==> src/rtl/comb3_sched.sv <==
// comb3_sched: two-requester round-robin front end for a shared comb3 datapath.
// Each operation runs IDLE -> EXEC -> RESP and holds its result until it is accepted.
module comb3_sched #(
  parameter int WIDTH = 4
) (
  input  logic             clk,
  input  logic             rst_n,
  input  logic             req0,
  input  logic [WIDTH-1:0] a0,
  input  logic [WIDTH-1:0] b0,
  input  logic             req1,
  input  logic [WIDTH-1:0] a1,
  input  logic [WIDTH-1:0] b1,
  output logic             gnt0,
  output logic             gnt1,
  output logic [WIDTH-1:0] dp_a,
  output logic [WIDTH-1:0] dp_b,
  input  logic [WIDTH-1:0] dp_o,
  output logic             rsp_valid,
  output logic             rsp_id,
  output logic [WIDTH-1:0] rsp_data,
  input  logic             rsp_ready,
  output logic             busy
);

  typedef enum logic [1:0] {
    IDLE = 2'd0,
    EXEC = 2'd1,
    RESP = 2'd2
  } state_t;

  state_t state;
  logic   prio;
  logic   win;
  logic   any_req;

  // prio names the requester favoured when both ask
  assign any_req = req0 | req1;
  assign win     = (req0 & req1) ? prio : req1;

  always_ff @(posedge clk or negedge rst_n) begin
    if (!rst_n) begin
      state     <= IDLE;
      prio      <= 1'b0;
      gnt0      <= 1'b0;
      gnt1      <= 1'b0;
      dp_a      <= '0;
      dp_b      <= '0;
      rsp_valid <= 1'b0;
      rsp_id    <= 1'b0;
      rsp_data  <= '0;
      busy      <= 1'b0;
    end else begin
      gnt0 <= 1'b0;
      gnt1 <= 1'b0;
      unique case (state)
        IDLE: begin
          if (any_req) begin
            state  <= EXEC;
            busy   <= 1'b1;
            rsp_id <= win;
            gnt0   <= ~win;
            gnt1   <= win;
            dp_a   <= win ? a1 : a0;
            dp_b   <= win ? b1 : b0;
            prio   <= ~win;
          end
        end
        EXEC: begin
          rsp_data  <= dp_o;
          rsp_valid <= 1'b1;
          state     <= RESP;
        end
        RESP: begin
          if (rsp_ready) begin
            rsp_valid <= 1'b0;
            busy      <= 1'b0;
            state     <= IDLE;
          end
        end
        default: begin
          rsp_valid <= 1'b0;
          busy      <= 1'b0;
          state     <= IDLE;
        end
      endcase
    end
  end

endmodule

==> config.mk <==
export PLATFORM = sky130hd
export DESIGN_NAME = comb3_sched
export DESIGN_NICKNAME = d
export VERILOG_FILES = /design/src/rtl/comb3_sched.sv
export SDC_FILE = /design/constraint.sdc
export NUM_CORES = 1
export LEC_CHECK = 0
export CORE_MARGIN = 4
export CORE_UTILIZATION = 37
export DETAILED_ROUTE_END_ITERATION = 16
export PLACE_DENSITY = 0.7
export SLEW_MARGIN = 30
export SYNTH_ARGS = -nofsm -noshare
export SYNTH_HDL_FRONTEND = slang
export SYNTH_SLANG_ARGS = --single-unit
==> constraint.sdc <==
create_clock -name clk -period 1.64 [get_ports clk]
set_clock_uncertainty 0.15 [all_clocks]
set_input_delay 0.164 -clock clk [delete_from_list [all_inputs] [get_ports clk]]
set_output_delay 0.164 -clock clk [all_outputs]
set_load 0.02 [all_outputs]
==> results of run 1 <==
## routing by layer
metal / up-vias / wire, um
met5: - / 0
met2: 28 / 997
met1: 343 / 909
li1: 380 / -
met3: 2 / 179
met4: 0 / 16
## synthesized netlist by cell type, drive strengths merged
master	number
dfrtp	20
a21oi	11
o21ai	10
a31oi	9
nand3	8
mux2	4
buf	3
inv	3
nor2	3
a21o	2
nand2	2
and2b	1
and3	1
clkbuf	1
nand2b	1
o21a	1
or2	1
## through the flow
stage,setup WS (ns),hold slack [ns]
6_report,0.04833,0.03695
5_1_grt,0.002645,0.06196
4_1_cts,0.01838,0.04108
3_5_place_dp,0.007897,0.3197
3_3_place_gp,0.08090,0.3101
2_1_floorplan,0.3951,-0.2816
## kinds of logic (layout without fill, tap and decap cells)
kind of cell           Yosys count  count (layout)  synth area share
and+or+nand+nor                 17              17            0.1225
AOI/OAI and AO/OA               33              33            0.2094
muxes                            4               4           0.05128
DFF                             20              20            0.5698
buffers and inverters            7              51           0.04701
## registers in the layout (all words and copies together), names as in the netlist
| name | count |
|---|---|
| busy | 1 |
| dp_a | 4 |
| dp_b | 4 |
| gnt0 | 1 |
| gnt1 | 1 |
| prio | 1 |
| rsp_data | 4 |
| rsp_id | 1 |
| rsp_valid | 1 |
| state | 2 |
## worst min-delay path by stage
| stage | depth (start not counted) | endpoint |
|---|---|---|
| floorplan | 0 | busy |
| CTS | 2 | rsp_data[3] |
| global route | 2 | rsp_data[3] |
| detailed placement | 1 | rsp_id |
| global placement | 1 | rsp_valid |
| finish | 2 | rsp_data[3] |
## final cells by class
| cell class | count | share of cell area |
|---|---|---|
| Timing Repair Buffer | 44 | 0.3231 |
| Clock buffer | 3 | 0.01625 |
| Clock inverter | 1 | 0.02166 |
| Inverter | 3 | 0.009928 |
| Tap cell | 28 | 0.02527 |
| Sequential cell | 20 | 0.3610 |
| Multi-Input combinational cell | 54 | 0.2428 |
## placed cells by master (no fill, tap or decap), types with 2 or more instances in the layout
cell type	netlist	final
a21o_1	2	2
a21oi_1	11	11
a31oi_1	9	9
buf_4	1	3
clkbuf_4	0	3
clkdlybuf4s50_1	0	35
dfrtp_1	20	20
dlymetal6s2s_1	0	6
inv_1	2	2
mux2_2	4	4
nand3_1	8	8
nor2_4	2	2
o21ai_0	10	10
## power groups by stage
stage | clock [mW] | combinational (mW) | sequential, mW
finish | 0.397 | 1.27 | 0.897
global route | 0.418 | 1.37 | 0.929
CTS | 0.399 | 1.31 | 0.902
detailed placement | 0 | 1.31 | 0.911
global placement | 0 | 1.27 | 0.908
floorplan | 0 | 0.486 | 1.14
## timing repair
action	4_1_cts	5_1_grt
hold buffers	0	0
setup endpoints to repair	0	6
gates resized for setup	0	6
==> results.ini, run 1 <==
[floorplanning]
start_util=0.3933
ios=42
num_rows=17
fp.dieH_um=56.72
die-area_mm2=0.003217
core_area_mm2=0.002233
die_x_um=56.72

[power]
switching_power_mw=0.9672
ir_drop_mv=0.9045
p_clk_frac=0.155
power_density_mw_per_mm2=1852
swShare=0.3766
internal_power_mw=1.601
p_leak_nw=0.6106
seqPwrFrac=0.349
power_mw=2.568
share_comb_of_total_power=0.496

[logic_synthesis]
syn_inst=81
synth_area_leaders=dfrtp_1, a31oi_1, a21oi_1, o21ai_0, mux2_2
synth-seq-area-share=0.5698
yosys_warnings=0
synth_seq_cells=20
synth_area_um2=878.3
syn-num-nets=106
yosysTopAreaCell=dfrtp_1
synth.avg_cell_area_um2=10.84
synth_top_area_frac=0.5698
ys_types=22

[sta]
worstMarginPinSlew_ns=0.3759
fmax_mhz=628.3
report.final.slew_viol_count=0
period_needed_ns=1.592
finalSetupViolCount=0
final_hold_viol_count=0
period_share=0.9705
rsz0062_at_grt=false
tns_ns=0
max_slew_margin=0.7494

[status]
outcome=finished clean

[final_layout]
finalInstanceArea_mm2=0.001386
fin_cells=153
syn2layout_area_growth_pct=57.83
diodes=0
multi_input_area_um2=336.6
nets=151
seq_area_um2=500.5
nFillCells=199
final_core_utilization=0.6207
drive_above_1_share=0.1200

[critical_path]
r2r_setup_slack_ns=0.28
crit_family=buffers and inverters
timing.critical_path.to=dp_b[0]
cp_num_cells=1
critPathLaunchType=flop
cp_max_fo=2
crit_path_start=dp_b[0]
crit_required_ns=1.33
path_cells=clkdlybuf4s50_1
slowest_stage=clkdlybuf4s50_1
reg2reg_depth=3
r2r-end=rsp_data[0]
slowest_delay_ns=0.61
r2r_start=state[0]
worst-setup-path-type=reg2out
crit_arrival_ns=1.28
worstSetupEndpointType=primary output
crit_buf_inv=1

[place]
dpl.hpwl_um=1681
placed_cells=149
dpl_cell_area_mm2=0.001319
gp_congestion=0.7076
portBuffers=41

[clock_tree]
post_cts_buffers=0
clkSinkCount=20
clock_latency_ns=0.30
numCtsBuffers=3
clockBufferDepth=2
htreeDepth=1
clk_pin_slew_ns=0.11
tritoncts=built
root_buffer=clkbuf_4

[global_routing]
grt_overflow_total=0
grt_use_total=0.1397
gr-usage-met3=0.05287
met2_usage=0.2244
met1_usage=0.1691
grt_pass1_wl_um=3512
grt_max_degree=21
busiest_layer=met2
grt_antenna_before_repair=0
grt_pass1_vias=779

[routing]
firstDrtPassIters=4
postRouteAntennaNets=0
route.vias.total=753
wirelength_um=2103
post_drt_wl_per_cell_um=13.75
drcViolationCount=0
viasPerCell=4.922
drt_iter0_markers=5

[hold_path]
hp-class=in2async

[flow_run]
drv_cap=0

Power figures use the tool's default switching activity.
==> run 2: changes to the inputs <==
CORE_UTILIZATION = 39   (was 37)
PLACE_DENSITY = 0.77   (was 0.7)
==> results.ini, run 2 (same netlist as run 1, synthesis figures left out) <==
[clock_tree]
clockBufferDepth=2
clk_pin_slew_ns=0.11
numCtsBuffers=3
clkSinkCount=20
post_cts_buffers=0
htreeDepth=1
root_buffer=clkbuf_4
tritoncts=built
clock_latency_ns=0.30

[final_layout]
diodes=0
drive_above_1_share=0.1270
seq_area_um2=500.5
most-common-layout-cells=clkdlybuf4s50_1, dfrtp_1, a21oi_1, o21ai_0, a31oi_1
fin_cells=153
layout_commonest_cell=clkdlybuf4s50_1
nFillCells=173
reg.largest.list=dp_a (4), dp_b (4), rsp_data (4)
syn2layout_area_growth_pct=56.98
multi_input_area_um2=336.6
nets=152

[sta]
fmax_mhz=628.6
report.final.slew_viol_count=0
period_needed_ns=1.591
period_share=0.9701
worstMarginPinSlew_ns=0.4179
rsz0062_at_grt=false
finalSetupViolCount=0
max_slew_margin=0.7214
final_hold_viol_count=0
worst_slack_ns=0.04908
tns_ns=0

[routing]
drt_iter0_markers=8
postRouteAntennaNets=0
drcViolationCount=0
route.vias.total=788
wirelength_um=2176
firstDrtPassIters=4
post_drt_wl_per_cell_um=14.22
viasPerCell=5.150

[power]
ir_drop_mv=0.9823
p_leak_nw=0.6159
power_density_mw_per_mm2=1777

[hold_path]
hp-class=in2async

[place]
dpl.hpwl_um=1635
placed_cells=149
portBuffers=41
gp_congestion=0.7859
pre_cts_slack_ns=0.02915

[status]
outcome=finished clean

[critical_path]
r2r_setup_slack_ns=0.26
critPathLaunchType=flop
worstSetupEndpointType=primary output
cp_num_cells=1
slowest_stage=clkdlybuf4s50_1
worst-setup-path-type=reg2out
crit_buf_inv=1
crit_arrival_ns=1.28
cp_max_fo=2
slowest_delay_ns=0.62
crit_family=buffers and inverters
r2r-end=dp_b[2]
timing.critical_path.to=dp_b[2]
crit_required_ns=1.33
crit_path_start=dp_b[2]
reg2reg_depth=4
path_cells=clkdlybuf4s50_1
r2r_start=state[1]

[floorplanning]
num_rows=16
die-area_mm2=0.003075
start_util=0.4301
ios=42
core_area_mm2=0.002042
fp.dieH_um=55.46
die_x_um=55.46

[global_routing]
grt_pass1_wl_um=3663
grt_max_degree=21
grt_pass1_vias=819
grt_use_total=0.1480
grt_overflow_total=0
grt_antenna_before_repair=0

[flow_run]
drv_cap=0

==> run 2: cell count changes in the layout (fill, tap and decap cells not counted) <==
cell and change:
clkbuf_8 +1, bufinv_16 -1, dlymetal6s2s_1 +1, clkdlybuf4s50_1 -1
buf_4 +1
==> run 2: final cells by class <==
class | instances | share of cell area
flip-flops and latches | 20 | 0.3630
repair buffers | 45 | 0.3321
multi-input cells | 54 | 0.2441
clock buffers | 4 | 0.02632
well taps | 27 | 0.02450
inverters | 3 | 0.009982
==> run 2: per-stage QoR <==
stage          total power, mW  utilization  instance area [um2]  hold WS [ns]
5_1_grt                  2.623       0.6752                 1379       0.06560
3_3_place_gp             2.177       0.6489                 1325        0.3150
4_1_cts                  2.494       0.6667                 1361       0.06488
3_5_place_dp             2.217       0.6489                 1325        0.3221
6_report                 2.450       0.6752                 1379       0.06120
2_1_floorplan            1.628            -                878.3       -0.2816
==> run 2: metal layers <==
layer	global-route usage	wire (um)
met5	0	0
met4	0.05208	27
met3	0.03963	158
met2	0.2483	1085
met1	0.1818	905
==> run 2: where the power goes <==
group / switching [mW] / total [mW] / internal, mW / leakage, nW
sequential: 0.159 / 0.893 / 0.734 / 0.233
combinational: 0.658 / 1.28 / 0.619 / 0.362
clock: 0.144 / 0.280 / 0.135 / 0.0210
==> run 2: how the worst min path moves through the flow <==
stage | from | end | slack (ns)
3_5_place_dp | rsp_valid | rsp_valid | 0.32
2_1_floorplan | rst_n | busy | -0.28
6_report | rst_n | state[1] | 0.06
4_1_cts | rst_n | state[1] | 0.06
5_1_grt | rst_n | state[1] | 0.07
3_3_place_gp | rsp_valid | rsp_valid | 0.31
==> run 2: what timing repair did <==
| action | in CTS | in global routing |
|---|---|---|
| endpoints found under the setup margin | 0 | 7 |
| hold buffers | 0 | 0 |
| resized for setup | 0 | 7 |
==> run 3: changes to the inputs <==
GPL_TIMING_DRIVEN = 0   (was not set)
==> results.ini, run 3 (same netlist as run 1, synthesis figures left out) <==
[status]
outcome=finished clean

[global_routing]
grt_antenna_before_repair=0
grt_pass1_wl_um=3864
grt_max_degree=21
grt_pass1_vias=849
grt_overflow_total=0
grt_use_total=0.1584

[place]
portBuffers=41
dpl.hpwl_um=1741
gp_congestion=0.7626

[power]
ir_drop_mv=0.9511
power_mw=2.430
p_leak_nw=0.6022
power_density_mw_per_mm2=1780

[clock_tree]
clock_latency_ns=0.30
htreeDepth=1
clockBufferDepth=2
numCtsBuffers=3
root_buffer=clkbuf_4
post_cts_buffers=0
clkSinkCount=20
tritoncts=built
clk_pin_slew_ns=0.11

[final_layout]
most-common-layout-cells=clkdlybuf4s50_1, dfrtp_1, a21oi_1, o21ai_0, a31oi_1
drive_above_1_share=0.1190
multi_input_area_um2=336.6
nFillCells=183
seq_area_um2=500.5
diodes=0
syn2layout_area_growth_pct=55.41
nets=153
layout_commonest_cell=clkdlybuf4s50_1
reg.largest.list=dp_a (4), dp_b (4), rsp_data (4)
final_core_utilization=0.6685

[critical_path]
critPathLaunchType=flop
worstSetupEndpointType=primary output
r2r-end=rsp_data[3]
r2r_setup_slack_ns=0.28
crit_arrival_ns=1.28
slowest_stage=clkdlybuf4s50_1
crit_buf_inv=1
cp_max_fo=2
path_cells=clkdlybuf4s50_1
crit_family=buffers and inverters
reg2reg_depth=3
crit_required_ns=1.33
slowest_delay_ns=0.61
r2r_start=state[0]
worst-setup-path-type=reg2out

[sta]
worstMarginPinSlew_ns=0.4665
fmax_mhz=626.8
tns_ns=0
finalSetupViolCount=0
period_needed_ns=1.595
rsz0062_at_grt=false
final_hold_viol_count=0
period_share=0.9728
report.final.slew_viol_count=0
max_slew_margin=0.6890

[floorplanning]
start_util=0.4301
core_area_mm2=0.002042
die-area_mm2=0.003075
die_x_um=55.46
fp.dieH_um=55.46
num_rows=16
ios=42

[routing]
postRouteAntennaNets=0
route.vias.total=815
drt_iter0_markers=25
wirelength_um=2377
drcViolationCount=0
viasPerCell=5.327
post_drt_wl_per_cell_um=15.54
firstDrtPassIters=4

[flow_run]
drv_cap=0

[hold_path]
hp-class=in2async

run 3: worst max path at each step:
| stage | startpoint | to | slack [ns] | cells past startpoint |
|---|---|---|---|---|
| after floorplan | state[0] | rsp_data[0] | 0.40 | 3 |
| after global placement | req1 | dp_a[3] | 0.05 | 4 |
| after detailed placement | req1 | dp_a[3] | 0.02 | 4 |
| after CTS | busy | busy | 0.004 | 1 |
| after global routing | dp_b[0] | dp_b[0] | 0.001 | 1 |
| final | dp_b[0] | dp_b[0] | 0.04 | 1 |
run 3: metal layers:
layer / vias to the layer above / routed length [um] / share of wire / GRT usage
met4: 0 / 30 / 0.013 / 0.05208
met3: 5 / 240 / 0.10 / 0.06061
met5: - / 0 / 0 / 0
met2: 41 / 1186 / 0.50 / 0.2720
met1: 386 / 920 / 0.39 / 0.1791
li1: 383 / - / - / -
run 3: what timing repair did:
action / in CTS / in global routing
resized for setup: 0 / 6
hold endpoints to repair: 0 / 20
endpoints found under the setup margin: 0 / 6
hold buffers: 0 / 1
run 3: cell type report:
class | instances | share of cell area
sequential | 20 | 0.3666
timing repair buffer | 42 | 0.3153
multi-input combinational | 54 | 0.2466
tap | 27 | 0.02475
buffer | 4 | 0.02016
clock buffer | 3 | 0.01650
inverter | 3 | 0.01008
run 3: per-stage QoR:
stage / hold slack, ns / setup slack [ns] / area, um2 / cells
after floorplan: -0.2816 / 0.3951 / 878.3 / 81
after global placement: 0.3099 / 0.04682 / 1323 / 149
after detailed placement: 0.3165 / 0.02391 / 1323 / 149
after CTS: 0.2327 / 0.003515 / 1345 / 152
after global routing: 0.2240 / 0.001129 / 1365 / 153
final: 0.1777 / 0.04459 / 1365 / 153
run 3: power breakdown:
group          total [mW]  internal (mW)  switching [mW]
Sequential          0.894          0.734           0.160
Combinational        1.31          0.637           0.670
Clock               0.229         0.0856           0.143
Total                2.43           1.46           0.974
